**src/rtl/seq_alu_exec_pkg.sv**
```systemverilog
// ============================================================================
// Module  : seq_alu_exec_pkg
// Brief   : Shared ALU operation codes, FSM state encoding and op-class helpers
//           for the sequential execution ALU.
// Revision: 1.0 - initial release
// ============================================================================
`default_nettype none

package seq_alu_exec_pkg;

  // 4-bit operation codes emitted by the ALU control decoder
  localparam logic [3:0] ALU_ADD = 4'b0000;
  localparam logic [3:0] ALU_SUB = 4'b0001;
  localparam logic [3:0] ALU_AND = 4'b0100;
  localparam logic [3:0] ALU_OR  = 4'b0101;
  localparam logic [3:0] ALU_XOR = 4'b1000;
  localparam logic [3:0] ALU_SLL = 4'b1010;
  localparam logic [3:0] ALU_SRL = 4'b1011;

  // Execution FSM states
  typedef enum logic [1:0] {
    ST_IDLE  = 2'd0,
    ST_SHIFT = 2'd1,
    ST_DONE  = 2'd2
  } alu_state_t;

  // True for the two shift operations
  function automatic logic is_shift_op(input logic [3:0] op);
    return (op == ALU_SLL) || (op == ALU_SRL);
  endfunction

  // True for any code in the supported encoding list
  function automatic logic is_known_op(input logic [3:0] op);
    return (op == ALU_ADD) || (op == ALU_SUB) || (op == ALU_AND) ||
           (op == ALU_OR)  || (op == ALU_XOR) || is_shift_op(op);
  endfunction

endpackage

`default_nettype wire

```
**src/rtl/seq_alu_shifter.sv**
```systemverilog
// ============================================================================
// Module  : seq_alu_shifter
// Brief   : Shift engine for seq_alu_exec. Default build: iterative shifter
//           holding an accumulator and a remaining-count, one bit per step.
//           With SEQ_ALU_BARREL_EN defined: purely combinational barrel shift.
// Revision: 1.0 - initial release
// ============================================================================
`default_nettype none

module seq_alu_shifter #(
  parameter int XLEN    = 32,
  parameter int SHAMT_W = 5
) (
`ifndef SEQ_ALU_BARREL_EN
  input  logic               clk,
  input  logic               reset_n,
  input  logic               i_load,
  input  logic               i_step,
`endif
  input  logic               i_left,
  input  logic [XLEN-1:0]    i_a,
  input  logic [SHAMT_W-1:0] i_shamt,
  output logic [XLEN-1:0]    o_result,
  output logic               o_last
);

`ifdef SEQ_ALU_BARREL_EN

  // Whole shift in one combinational pass; there is never a final step
  always_comb begin
    o_result = i_left ? (i_a << i_shamt) : (i_a >> i_shamt);
    o_last   = 1'b0;
  end

`else

  logic [XLEN-1:0]    r_acc;
  logic [SHAMT_W-1:0] r_cnt;
  logic               r_left;

  // Accumulator, remaining count and direction, captured on load and
  // advanced one bit per step
  always_ff @(posedge clk or negedge reset_n) begin
    if (!reset_n) begin
      r_acc  <= '0;
      r_cnt  <= '0;
      r_left <= 1'b0;
    end else if (i_load) begin
      r_acc  <= i_a;
      r_cnt  <= i_shamt;
      r_left <= i_left;
    end else if (i_step) begin
      r_acc  <= o_result;
      r_cnt  <= r_cnt - 1'b1;
    end
  end

  // One-bit shifted accumulator; this is the value written back on the
  // step where the count reaches 1, so it doubles as the final result
  always_comb begin
    o_result = r_left ? {r_acc[XLEN-2:0], 1'b0} : {1'b0, r_acc[XLEN-1:1]};
    o_last   = (r_cnt == {{(SHAMT_W-1){1'b0}}, 1'b1});
  end

`endif

endmodule

`default_nettype wire

```
**src/rtl/seq_alu_exec.sv**
```systemverilog
// ============================================================================
// Module  : seq_alu_exec
// Brief   : Multi-cycle ALU with valid/ready handshakes on input and output.
//           ADD/SUB/AND/OR/XOR finish in one cycle; SLL/SRL iterate one bit
//           per cycle unless macro SEQ_ALU_BARREL_EN selects a barrel shifter.
// Revision: 1.0 - initial release
// ============================================================================
`default_nettype none

module seq_alu_exec
  import seq_alu_exec_pkg::*;
#(
  parameter int XLEN    = 32,
  parameter int SHAMT_W = 5
) (
  input  logic            clk,
  input  logic            reset_n,
  input  logic            in_valid,
  output logic            in_ready,
  input  logic [3:0]      alu_op,
  input  logic [XLEN-1:0] operand_a,
  input  logic [XLEN-1:0] operand_b,
  output logic            out_valid,
  input  logic            out_ready,
  output logic [XLEN-1:0] alu_result,
  output logic            alu_zero,
  output logic            alu_err
);

  alu_state_t          r_state;
  logic                r_in_ready;
  logic                r_out_valid;
  logic [XLEN-1:0]     r_result;
  logic                r_zero;
  logic                r_err;

  logic                w_accept;
  logic [SHAMT_W-1:0]  w_shamt;
  logic                w_left;
  logic                w_go_shift;
  logic [XLEN-1:0]     w_shift_res;
  logic                w_shift_last;
  logic [XLEN-1:0]     w_single_res;
  logic                w_unknown;

  assign w_accept = in_valid && r_in_ready;
  assign w_shamt  = operand_b[SHAMT_W-1:0];
  assign w_left   = (alu_op == ALU_SLL);

`ifdef SEQ_ALU_BARREL_EN
  assign w_go_shift = 1'b0;
`else
  assign w_go_shift = is_shift_op(alu_op) && (w_shamt != '0);
`endif

  seq_alu_shifter #(
    .XLEN    (XLEN),
    .SHAMT_W (SHAMT_W)
  ) u_shifter (
`ifndef SEQ_ALU_BARREL_EN
    .clk      (clk),
    .reset_n  (reset_n),
    .i_load   (w_accept && w_go_shift),
    .i_step   (r_state == ST_SHIFT),
`endif
    .i_left   (w_left),
    .i_a      (operand_a),
    .i_shamt  (w_shamt),
    .o_result (w_shift_res),
    .o_last   (w_shift_last)
  );

  // Result of any op that completes on the accept edge; a zero-distance
  // iterative shift simply passes operand_a through
  always_comb begin
    w_single_res = '0;
    w_unknown    = !is_known_op(alu_op);
    case (alu_op)
      ALU_ADD: w_single_res = operand_a + operand_b;
      ALU_SUB: w_single_res = operand_a - operand_b;
      ALU_AND: w_single_res = operand_a & operand_b;
      ALU_OR:  w_single_res = operand_a | operand_b;
      ALU_XOR: w_single_res = operand_a ^ operand_b;
`ifdef SEQ_ALU_BARREL_EN
      ALU_SLL, ALU_SRL: w_single_res = w_shift_res;
`else
      ALU_SLL, ALU_SRL: w_single_res = operand_a;
`endif
      default: w_single_res = '0;
    endcase
  end

  // Control FSM with registered handshake and result outputs; in_ready is
  // registered so it stays low throughout reset and rises one edge after
  always_ff @(posedge clk or negedge reset_n) begin
    if (!reset_n) begin
      r_state     <= ST_IDLE;
      r_in_ready  <= 1'b0;
      r_out_valid <= 1'b0;
      r_result    <= '0;
      r_zero      <= 1'b0;
      r_err       <= 1'b0;
    end else begin
      case (r_state)
        ST_IDLE: begin
          if (w_accept) begin
            r_in_ready <= 1'b0;
            if (w_go_shift) begin
              r_state <= ST_SHIFT;
            end else begin
              r_state     <= ST_DONE;
              r_out_valid <= 1'b1;
              r_result    <= w_single_res;
              r_zero      <= (w_single_res == '0);
              r_err       <= w_unknown;
            end
          end else begin
            r_in_ready <= 1'b1;
          end
        end
`ifndef SEQ_ALU_BARREL_EN
        ST_SHIFT: begin
          if (w_shift_last) begin
            r_state     <= ST_DONE;
            r_out_valid <= 1'b1;
            r_result    <= w_shift_res;
            r_zero      <= (w_shift_res == '0);
            r_err       <= 1'b0;
          end
        end
`endif
        ST_DONE: begin
          if (out_ready) begin
            r_state     <= ST_IDLE;
            r_out_valid <= 1'b0;
            r_in_ready  <= 1'b1;
          end
        end
        default: begin
          r_state     <= ST_IDLE;
          r_out_valid <= 1'b0;
          r_in_ready  <= 1'b0;
        end
      endcase
    end
  end

  assign in_ready   = r_in_ready;
  assign out_valid  = r_out_valid;
  assign alu_result = r_result;
  assign alu_zero   = r_zero;
  assign alu_err    = r_err;

endmodule

`default_nettype wire

```
**config.mk**
```make
export PLATFORM = sky130hd
export DESIGN_NAME = seq_alu_exec
export DESIGN_NICKNAME = d
export VERILOG_FILES = /design/src/rtl/seq_alu_exec_pkg.sv /design/src/rtl/seq_alu_shifter.sv /design/src/rtl/seq_alu_exec.sv
export SDC_FILE = /design/constraint.sdc
export NUM_CORES = 1
export LEC_CHECK = 0
export CAP_MARGIN = 20
export CORE_ASPECT_RATIO = 0.7
export CORE_MARGIN = 1
export CORE_UTILIZATION = 40
export DETAILED_ROUTE_END_ITERATION = 7
export GPL_TIMING_DRIVEN = 0
export MAX_ROUTING_LAYER = met4
export PLACE_DENSITY_LB_ADDON = 0.15
export SLEW_MARGIN = 15
export SYNTH_ARGS = -nofsm -noshare
export SYNTH_HDL_FRONTEND = slang
export SYNTH_HIERARCHICAL = 1
export SYNTH_SLANG_ARGS = --single-unit
export TNS_END_PERCENT = 5
```
**constraint.sdc**
```tcl
create_clock -name clk -period 7.34 [get_ports clk]
set_clock_uncertainty 0.05 [all_clocks]
set_input_delay 1.101 -clock clk [delete_from_list [all_inputs] [get_ports clk]]
set_output_delay 1.101 -clock clk [all_outputs]
set_load 0.005 [all_outputs]
```
## Word level (Yosys, flattened, before mapping)

Index checks and enable logic that the tools add are counted.

- Equality and inequality tests: 13
- Reductions and logical operators: 22
- $add $sub $neg: 3
- Multiplexer cells: 31
- Bitwise gates (word level): 4

Operators by type and width:

| kind | number |
|---|---|
| 2-to-1 mux 32 bit | 6 |
| one-hot mux 32 bit (6 select lines) | 1 |
| zero test 32 bit | 2 |
| one-hot mux 32 bit (2 select lines) | 1 |
| adder 32 bit | 1 |
| bitwise AND 32 bit | 1 |
| bitwise OR 32 bit | 1 |
| subtractor 32 bit | 1 |
| bitwise XOR 32 bit | 1 |
| equality test 4 bit, second input constant | 3 |
| 2-to-1 mux 1 bit | 12 |
| 2-to-1 mux 5 bit | 2 |
| equality test 4 x 3 -> 1 bit, second input constant | 2 |
| 2-to-1 mux 2 bit | 4 |
| != test 2 bit, second input constant | 4 |
| AND reduction 4 bit | 2 |
| logical OR 1 bit | 6 |
| one-hot mux 1 bit (3 select lines) | 2 |
| one-hot mux 2 bit (3 select lines) | 1 |
| equality test 5 x 1 -> 1 bit, second input constant | 1 |
| nonzero test 5 bit | 1 |
| subtractor 5 x 1 -> 5 bit, second input constant | 1 |
| equality test 4 x 1 -> 1 bit, second input constant | 1 |
| zero test 4 bit | 1 |
| other kinds (11) | 15 |

- Register bits: 76

## Longest topological paths before layout

Gate-level depths: netlist of the first run.

- Depth after elaboration: 10
- Mapped depth: 22
- Depth with buffers taken out: 20

## By module

Netlist of the first run, hierarchy kept.

Modules (own cells, without submodules):

| module | instances | area each (um^2) | sequential area each (um^2) | cells each |
|---|---|---|---|---|
| seq_alu_exec | 1 | 6409.9 | 950.9 | 848 |
| seq_alu_shifter | 1 | 2294.7 | 950.9 | 206 |

## Worst setup path after synthesis of the first run

Ideal clock, no wire load.

- Path type: input -> register
- Start: input port alu_op[1]
- End: register r_zero, in the netlist alu_zero
- Setup slack: 1.922 ns
- Cell stages on the path: 21
- Arrival: 5.302 ns
- Required time: 7.224 ns
- Path through: buf_2 buf_2 nor3_2 buf_2 buf_1 nand2_1 clkbuf_1 o41ai_1 xnor2_1 ha_1 buf_2 and4_1 and2_1 or4_1 a31oi_1 o211ai_1 nor4_1 nand4_1 nor4_1 and4b_1 a31o_1

- Word-level cells in the longest chain between the ends: 7
- Elaborated cells on any way between the ends: 17
- Those cells by class: 7 x eq/ne; 4 x mux; 6 x reduce/logical

RTL lines:

| element | line | source |
|---|---|---|
| start, declared | seq_alu_exec.sv:20 | `input logic [3:0] alu_op,` |
| equality test 4 bit | seq_alu_exec_pkg.sv:29, seq_alu_exec.sv:78 |  |
| OR reduction 2 bit | seq_alu_exec.sv:78 | `case (alu_op)` |
| one-hot mux 32 bit (6 select lines) | seq_alu_exec.sv:78 |  |
| zero test 32 bit | seq_alu_exec.sv:114 | `r_zero <= (w_single_res == '0);` |
| 2-to-1 mux 1 bit | seq_alu_exec.sv:108 | `if (w_go_shift) begin` |
| 2-to-1 mux 1 bit | seq_alu_exec.sv:106 | `if (w_accept) begin` |
| one-hot mux 1 bit (2 select lines) | seq_alu_exec.sv:104 | `case (r_state)` |
| end signal, assigned | seq_alu_exec.sv:114 |  |
| end signal, assigned | seq_alu_exec.sv:127 | `r_zero <= (w_shift_res == '0);` |
| end, declared | seq_alu_exec.sv:34 | `logic r_zero;` |

Parallel ways exist; a longest one is shown, timed or not. The select of a mux whose other input is x is not followed.
A chain may end at the register's enable or synchronous reset.

## Worst setup path in the final report of the first run

- Start: input port alu_op[3]
- End: register r_zero, in the netlist alu_zero

The elaborated chain is that of the path after synthesis.

==> results of run 1 <==
## report_power, final
| part | internal (µW) | switching (µW) | leakage (µW) | total, µW |
|---|---|---|---|---|
| Combinational | 697 | 797 | 0.00347 | 1490 |
| Clock | 280 | 162 | 0.000149 | 443 |
| Sequential | 609 | 130 | 0.000957 | 739 |
## cell usage after synthesis, types with 4 or more instances
master	instances	area share
a211oi_1	6	0.0052
a21o_1	8	0.0069
a21oi_1	52	0.030
a221o_1	4	0.0046
a221oi_1	7	0.0070
a222oi_1	9	0.010
a22oi_1	9	0.0078
a31oi_1	9	0.0065
a41oi_1	7	0.0070
and2_1	4	0.0029
and3_1	4	0.0029
buf_1	5	0.0022
buf_2	15	0.0086
buf_4	5	0.0043
clkbuf_1	33	0.014
dfrtp_1	76	0.22
ha_1	99	0.14
inv_1	76	0.033
mux2_2	9	0.012
mux2_4	27	0.047
mux2i_1	44	0.051
nand2_1	137	0.059
nand2b_1	8	0.0057
nand3_1	9	0.0052
nand4_1	14	0.010
nor2_1	55	0.024
nor2b_1	7	0.0050
nor3_1	12	0.0069
nor4_1	11	0.0079
nor4b_1	5	0.0050
o211ai_1	12	0.010
o21a_1	8	0.0069
o21ai_0	78	0.045
o21ai_1	28	0.016
o21bai_1	4	0.0034
o221ai_1	9	0.0091
o31ai_1	15	0.013
or4_1	5	0.0043
xnor2_1	42	0.042
xor2_1	12	0.012
## critical path, cell delays in order
cell and delay, ps:
clkdlybuf4s50_1 410, buf_2 190, nor3_4 500, buf_2 400, buf_1 480, nand2_1 370, clkbuf_1 340, nand2_1 140
xnor2_1 140, ha_1 340, a211o_1 320, o211ai_1 130, nand2b_1 140, or4_1 410, a31oi_1 500, o211ai_1 170
nor4_1 240, nand4_1 180, nor4_1 270, and4b_1 280, a31o_1 150
## path summary, 6_finish.rpt
| check | slack (ps) | from | cells after the start | end |
|---|---|---|---|---|
| worst max-delay path | 330 | alu_op[3] | 21 | alu_zero |
| worst min-delay path | 420 | alu_result[6] | 2 | alu_result[6] |
| worst max register to register | 3860 | r_state[0] | 13 | alu_zero |
| worst min register to register | 420 | alu_result[6] | 2 | alu_result[6] |
| max in group asynchronous | 6050 | reset_n | 2 | u_shifter/r_acc[29] |
| min in group asynchronous | 620 | reset_n | 1 | alu_err |
## per-layer routing
metal	GRT usage	share of wire	vias to the layer above
met1	0.450	0.51	3994
met2	0.374	0.39	386
met4	0.0484	0.0083	0
met3	0.0411	0.096	22
li1	-	-	4073
met5	-	0	-
## cell families (layout without fill, tap and decap cells)
kind of cell | Yosys count | after routing | share of synthesized area
adders and majority gates | 100 | 100 | 0.145
AOI/OAI and AO/OA | 311 | 311 | 0.242
muxes | 80 | 80 | 0.109
DFF | 76 | 76 | 0.218
and+or+nand+nor | 292 | 292 | 0.160
xor gates and xnor gates | 54 | 54 | 0.0543
buffers and inverters | 141 | 265 | 0.0714
## registers in the layout (all words and copies together), names as in the netlist
signal / cells
alu_err: 1
alu_result: 32
alu_zero: 1
in_ready: 1
out_valid: 1
r_state: 2
u_shifter/r_acc: 32
u_shifter/r_cnt: 5
u_shifter/r_left: 1
## through the flow
step	std cells	hold slack, ps	total power [µW]	setup slack, ps
finish	1454	424	2680	334
global route	1454	454	2860	114
CTS	1454	432	2670	287
detailed placement	1438	420	2220	-55.2
global placement	1436	413	2190	-43.2
floorplan	1054	423	1660	1920
## cells in the final DEF (no fill, tap or decap), drive strengths merged, types with 12 or more instances in the layout
cell type | synthesis | final
xnor2 | 42 | 42
mux2 | 36 | 36
xor2 | 12 | 12
clkdlybuf4s50 | 0 | 105
o21ai | 107 | 107
dfrtp | 76 | 76
nor2 | 56 | 56
inv | 78 | 78
a21oi | 55 | 55
o211ai | 13 | 13
clkbuf | 33 | 45
nor3 | 14 | 14
nor4 | 13 | 13
ha | 99 | 99
buf | 30 | 33
mux2i | 44 | 44
nand4 | 14 | 14
o31ai | 15 | 15
nand2 | 137 | 137
## cell type report
cell class / instances / area [µm²] / area share
Timing Repair Buffer: 108 / 1090 / 0.104
Clock inverter: 4 / 47.5 / 0.00454
Sequential cell: 76 / 1900 / 0.182
Buffer: 63 / 329 / 0.0314
Clock buffer: 12 / 256 / 0.0245
Inverter: 78 / 293 / 0.0280
Tap cell: 276 / 345 / 0.0330
Multi-Input combinational cell: 837 / 6200 / 0.592
==> results.json, run 1 <==
{
  "crit_type": "in2reg",
  "syn_area_per_cell_um2": 8.26,
  "drtIter0Drc": 825,
  "grt_usage": 0.284,
  "ys_seq_area_frac": 0.218,
  "grt_pass1_vias": 7867,
  "synthCells": 1054,
  "vdd_drop_max_uv": 121,
  "async_flop_share": 1.00,
  "power.density_mw_per_mm2": 256,
  "cts_tree": "yes",
  "min_period_ps": 7010,
  "rsz0062_at_grt": "false",
  "clock-root-buffer": "clkbuf_16",
  "ios": 108,
  "drtPass1Iterations": 6,
  "postCtsSetupRepairBufs": 0,
  "nets": 1345,
  "dp_hpwl_um": 25200,
  "outcome": "finished, final reports clean",
  "slew_violations": 0,
  "vias": 8475,
  "cap_viol_max_count": 0,
  "clk_latency_ps": 340,
  "p_leak_uw": 0.00457,
  "grt_pass1_wl_um": 46400,
  "design.die.area_mm2": 0.0224,
  "grt_antenna_before_repair": 0,
  "synth_edf_count": 0,
  "worst_slew_pin_slew_ps": 845,
  "worstSetupStartpointType": "input pin",
  "layout-drive-gt1-share": 0.0883,
  "syn_to_final_growth_pct": 20.2,
  "cts.sinks": 76,
  "setup_tns_ps": 0,
  "cts_hold_buf": 0,
  "end_kind": "flip-flop",
  "die_y_um": 125,
  "yosysWarnings": 6,
  "synthDistinctLibCells": 85,
  "hp-class": "reg2reg",
  "cts_buffers": 9,
  "hold_viol_final": 0,
  "synth.ff_latch_count": 76,
  "grt_max_degree": 52,
  "fin_crit_sh": 0.954,
  "initial_utilization": 0.414,
  "place_area_mm2": 0.0101,
  "slew_headroom": 0.437,
  "wire_per_inst_um": 21.1,
  "via_per_inst": 5.83,
  "clock_path_buffers": 2,
  "htreeDepth": 3,
  "yosys_most_used_dff": "dfrtp_1",
  "crit_fanout": 10,
  "drc": 0,
  "core_mm2": 0.0210,
  "ctsResizeCount": 0,
  "clk_pin_slew_ps": 50,
  "fin_util": 0.498,
  "wirelength_um": 30600,
  "antenna_left": 0,
  "die_x_um": 178,
  "crit_arrival_ps": 7230,
  "num_rows": 44,
  "fillers": 2113,
  "setup_viol_count_final": 0,
  "timing.fmax_mhz": 143,
  "finalInstanceArea_mm2": 0.0105,
  "io_buffers": 106,
  "cp_data_required_time_ps": 7560,
  "syn_nets": 1226,
  "overflow": 0,
  "netlist_area_mm2": 0.00870,
  "globalplace.congestion": 0.984,
  "antenna_cells": 0
}
No activity file was read; power rests on OpenSTA's default activity.
==> run 2, diff against run 1 <==
- PLACE_DENSITY_LB_ADDON: 0.15 -> 0.08
- SLEW_MARGIN: 15 -> unset
==> results.json, run 2 (synthesis results as in run 1) <==
{
  "worst_slew_pin_slew_ps": 856,
  "finalPower_uw": 2710,
  "vdd_drop_max_uv": 139,
  "slowest_delay_ps": 590,
  "end_kind": "flip-flop",
  "antenna_cells": 0,
  "p_leak_uw": 0.00460,
  "cts_tree": "yes",
  "via_per_inst": 5.80,
  "ios": 108,
  "grt_pass1_vias": 7949,
  "fin_util": 0.499,
  "clockPowerShare": 0.173,
  "slew_violations": 0,
  "layout_common_cells": "137 x nand2_1, 105 x clkdlybuf4s50_1, 99 x ha_1",
  "design.die.area_mm2": 0.0224,
  "initial_utilization": 0.414,
  "die_y_um": 125,
  "clock-root-buffer": "clkbuf_16",
  "drtIter0Drc": 758,
  "hold_viol_final": 0,
  "cts_buffers": 9,
  "cp_data_required_time_ps": 7560,
  "hp-class": "reg2reg",
  "worstSetupStartpointType": "input pin",
  "drc": 0,
  "nets": 1348,
  "layout-drive-gt1-share": 0.0906,
  "die_x_um": 178,
  "p_sw_frac": 0.405,
  "grt_usage": 0.290,
  "p_int_uw": 1610,
  "fillers": 2045,
  "crit_arrival_ps": 7110,
  "grt_max_degree": 45,
  "grt_antenna_before_repair": 0,
  "cap_viol_max_count": 0,
  "hold_path_depth": 2,
  "overflow": 0,
  "crit_type": "in2reg",
  "dp_hpwl_um": 25400,
  "syn_to_final_growth_pct": 20.6,
  "wirelength_um": 30900,
  "io_buffers": 106,
  "setup_viol_count_final": 0,
  "vias": 8451,
  "num_rows": 44,
  "ff2ff_path_depth": 13,
  "outcome": "finished, final reports clean",
  "cpMaxStageDelayCell": "a31oi_1",
  "min_period_ps": 6890,
  "power.density_mw_per_mm2": 258,
  "cts_hold_buf": 0,
  "timing.fmax_mhz": 145,
  "clk_pin_slew_ps": 60,
  "fin_crit_sh": 0.938,
  "grt_pass1_wl_um": 47700,
  "drtPass1Iterations": 7,
  "core_mm2": 0.0210,
  "wire_per_inst_um": 21.2,
  "final_common_cell": "nand2_1",
  "seqPwrFrac": 0.273,
  "cts.sinks": 76,
  "slew_headroom": 0.429,
  "switchingPower_uw": 1090,
  "clk_latency_ps": 330,
  "crit_fanout": 10,
  "antenna_left": 0,
  "clock_path_buffers": 2,
  "htreeDepth": 3,
  "rsz0062_at_grt": "false",
  "path_cells": "clkdlybuf4s50_1, buf_4, nor3_4, buf_2, buf_1, nand2_1, clkbuf_1, nand2_1, xnor2_1, ha_1, a211o_1, o211ai_1, nand2b_1, or4_1, a31oi_1, o211ai_1, nor4_1, nand4_1, nor4_1, and4b_1, a31o_1",
  "globalplace.congestion": 0.941,
  "pwr-share-comb": 0.554
}
-- run 2: cell count changes in the layout (fill, tap and decap cells not counted), sizes merged --
cell / change
buf: +3
bufinv: +1
clkbuf: -1
clkinv: +1
clkinvlp: -1
-- run 2: stage by stage --
step                      TNS [ps]  hold slack (ps)  instance area, µm²  setup WS [ps]  instances
after floorplan                  0              423                8700           1920       1054
after global placement        -511              414               10100           -373       1436
after detailed placement      -482              421               10100           -409       1438
after global routing             0              450               10500            147       1457
after CTS                        0              434               10500            193       1454
final                            0              422               10500            454       1457
-- run 2: routing by layer --
layer | up-vias | share of wire | wire length (µm) | track usage
met5 | - | 0 | 0 | -
met4 | 0 | 0.0056 | 174 | 0.0399
met3 | 16 | 0.097 | 2990 | 0.0593
met2 | 370 | 0.39 | 11900 | 0.381
met1 | 3988 | 0.51 | 15800 | 0.453
li1 | 4077 | - | - | -
-- run 2: repair_timing --
item,in CTS,in global routing
setup buffers,0,3
gates resized for setup,1,1
cloned,0,0
setup endpoints to repair,1,2
pin swaps,0,1
-- run 2: power by group through the flow --
stage | registers, µW | logic [µW] | clock network [µW]
floorplan | 720 | 941 | 0
finish | 740 | 1500 | 468
detailed placement | 745 | 1470 | 0
CTS | 738 | 1480 | 479
global route | 766 | 1640 | 496
global placement | 742 | 1460 | 0
-- run 2: layout make-up --
| class | count | area, µm² | area share |
|---|---|---|---|
| timing repair buffer | 111 | 1120 | 0.106 |
| sequential | 76 | 1900 | 0.181 |
| inverter | 78 | 293 | 0.0279 |
| multi-input combinational | 837 | 6200 | 0.590 |
| tap | 276 | 345 | 0.0329 |
| clock inverter | 5 | 75.1 | 0.00715 |
| buffer | 63 | 329 | 0.0313 |
| clock buffer | 11 | 243 | 0.0231 |
-- run 2: final timing paths --
check / startpoint / slack [ps] / to
worst min-delay path: alu_result[6] / 420 / alu_result[6]
worst max-delay path: alu_op[2] / 450 / alu_zero
min in group asynchronous: reset_n / 660 / out_valid
worst max register to register: r_state[0] / 3810 / alu_zero
worst min register to register: alu_result[6] / 420 / alu_result[6]
max in group asynchronous: reset_n / 6010 / u_shifter/r_acc[26]
-- run 2: critical path, delay by kind of cell --
family | cells | cell delay [ps]
XOR/XNOR | 1 | 140
AO/OA/AOI/OAI | 5 | 1370
buffers and inverters | 5 | 1760
adder cells (fa/ha/maj) | 1 | 330
AND/OR/NAND/NOR | 9 | 2400
==> edit, RTL diff (config.mk and constraints of run 1) <==
`XLEN` is set to 32 in 2 places; all go to 36.
--- a/src/rtl/seq_alu_shifter.sv
+++ b/src/rtl/seq_alu_shifter.sv
@@ -10,3 +10,3 @@
 module seq_alu_shifter #(
-  parameter int XLEN    = 32,
+  parameter int XLEN    = 36,
   parameter int SHAMT_W = 5
--- a/src/rtl/seq_alu_exec.sv
+++ b/src/rtl/seq_alu_exec.sv
@@ -12,3 +12,3 @@
 #(
-  parameter int XLEN    = 32,
+  parameter int XLEN    = 36,
   parameter int SHAMT_W = 5
Interface: changed (resized alu_result, operand_a and operand_b); port bits go from 108 to 120. No check against the original RTL was run, so the function may have changed too.
==> edit against run 1 <==
- power is 4.4% higher
- clock power increased by 20%
- non-clock buffer count increased by 25
- global-route usage is 1.3 points higher
- critical path type unchanged
- hold slack better by 2.8 ps
- routed wire length is 20% higher
- combinational power down 3%
- sequential power increased by 9.6%
- setup slack improved by 430 ps
- sequential cell count rose by 8
- final area up 15%
- area after synthesis grew 15%
- largest cell class unchanged
==> edit: results (changes against run 1) <==
Status: completed
GP Congestion: 0.9450 (-3.9%)
Worst Max-Slew Pin Slew: 1045 ps (+199.7 ps)
Switching power: 1104 µW (+1.3%)
GR Util met2: 39.13% (+1.7 points)
VDD IR max: 0.0002038 V (+69%)
DP HPWL: 30000 µm (+19%)
Post-synth top cells: nand2_1, ha_1, o21ai_0, inv_1, dfrtp_1
Syn nets: 1412 (+15%)
Critical path data arrival time: 6770 ps (-460 ps)
First-pass GRT wire length: 55870 µm (+20%)
Area share of buffers outside the clock network: 14.04% (+0.44 points)
Port bufs: 118 (+11%)
Total GRT Usage: 29.75% (+1.3 points)
Largest net degree at the start of global routing: 51 (-1.9%)
Sequential cell area share: 17.52% (-0.65 points)
Sequential power share: 29.0% (+1.4 points)
CP max stage delay: 560 ps (+60 ps)
Global routing met1 resource utilization: 45.66% (+0.71 points)
Layout cells sized above 1: 8.635% (-0.19 points)
Starting DRT DRC Count: 1072 (+30%)
Multi-input gate count: 971 (+16%)
Critical-path top delay cell: a21oi_1
Non-clk invs: 88 (+13%)
Top post-synthesis cells by area: dfrtp_1, ha_1, nand2_1
-- edit: routing by layer --
metal	up-vias	part of all wire, %	wire length [µm]
li1	4699	-	-
met2	458	39	14280
met4	0	1.1	392
met1	4674	50	18290
met5	-	0	0
met3	33	11	3882
-- edit: final timing paths --
path / depth (start not counted) / endpoint / from / slack, ps
worst max-delay path: 18 / alu_zero$_DFFE_PN0P_ / alu_op[1] / 770
worst min-delay path: 2 / alu_result[27]$_DFFE_PN0P_ / alu_result[27]$_DFFE_PN0P_ / 430
worst max register to register: 12 / alu_zero$_DFFE_PN0P_ / u_shifter/r_cnt[1]$_DFFE_PN0P_ / 4080
worst min register to register: 2 / alu_result[27]$_DFFE_PN0P_ / alu_result[27]$_DFFE_PN0P_ / 430
max in group asynchronous: 2 / u_shifter/r_acc[30]$_DFFE_PN0P_ / reset_n / 5960
min in group asynchronous: 1 / alu_result[2]$_DFFE_PN0P_ / reset_n / 670
-- edit: cells by family after synthesis --
logic type / Yosys count / share of synthesized area [%]
multiplexers: 95 / 11.03
AND/OR/NAND/NOR: 362 / 18.09
adder cells (fa/ha/maj): 112 / 14.05
AO/OA/AOI/OAI: 346 / 22.91
flip-flops: 84 / 20.96
buffers and inverters: 165 / 8.061
XOR/XNOR: 56 / 4.891
-- edit: per-stage QoR --
step           instances  setup WS (ps)  hold slack [ps]  area, µm²  total power, µW
4_1_cts             1680          981.4            429.2      12000             2778
2_1_floorplan       1220           2157            418.5      10030             1676
3_3_place_gp        1663          590.8            410.6      11610             2212
3_5_place_dp        1664          629.2            415.5      11650             2236
6_report            1680          768.6            426.5      12000             2793
5_1_grt             1680          528.1            448.9      12000             2973
-- edit: critical path: cells and delay by family --
kind	cells	cell delay, ps
simple gates	8	2050
buf+inv	3	1190
fa+ha+maj	1	470
compound gates	6	1950
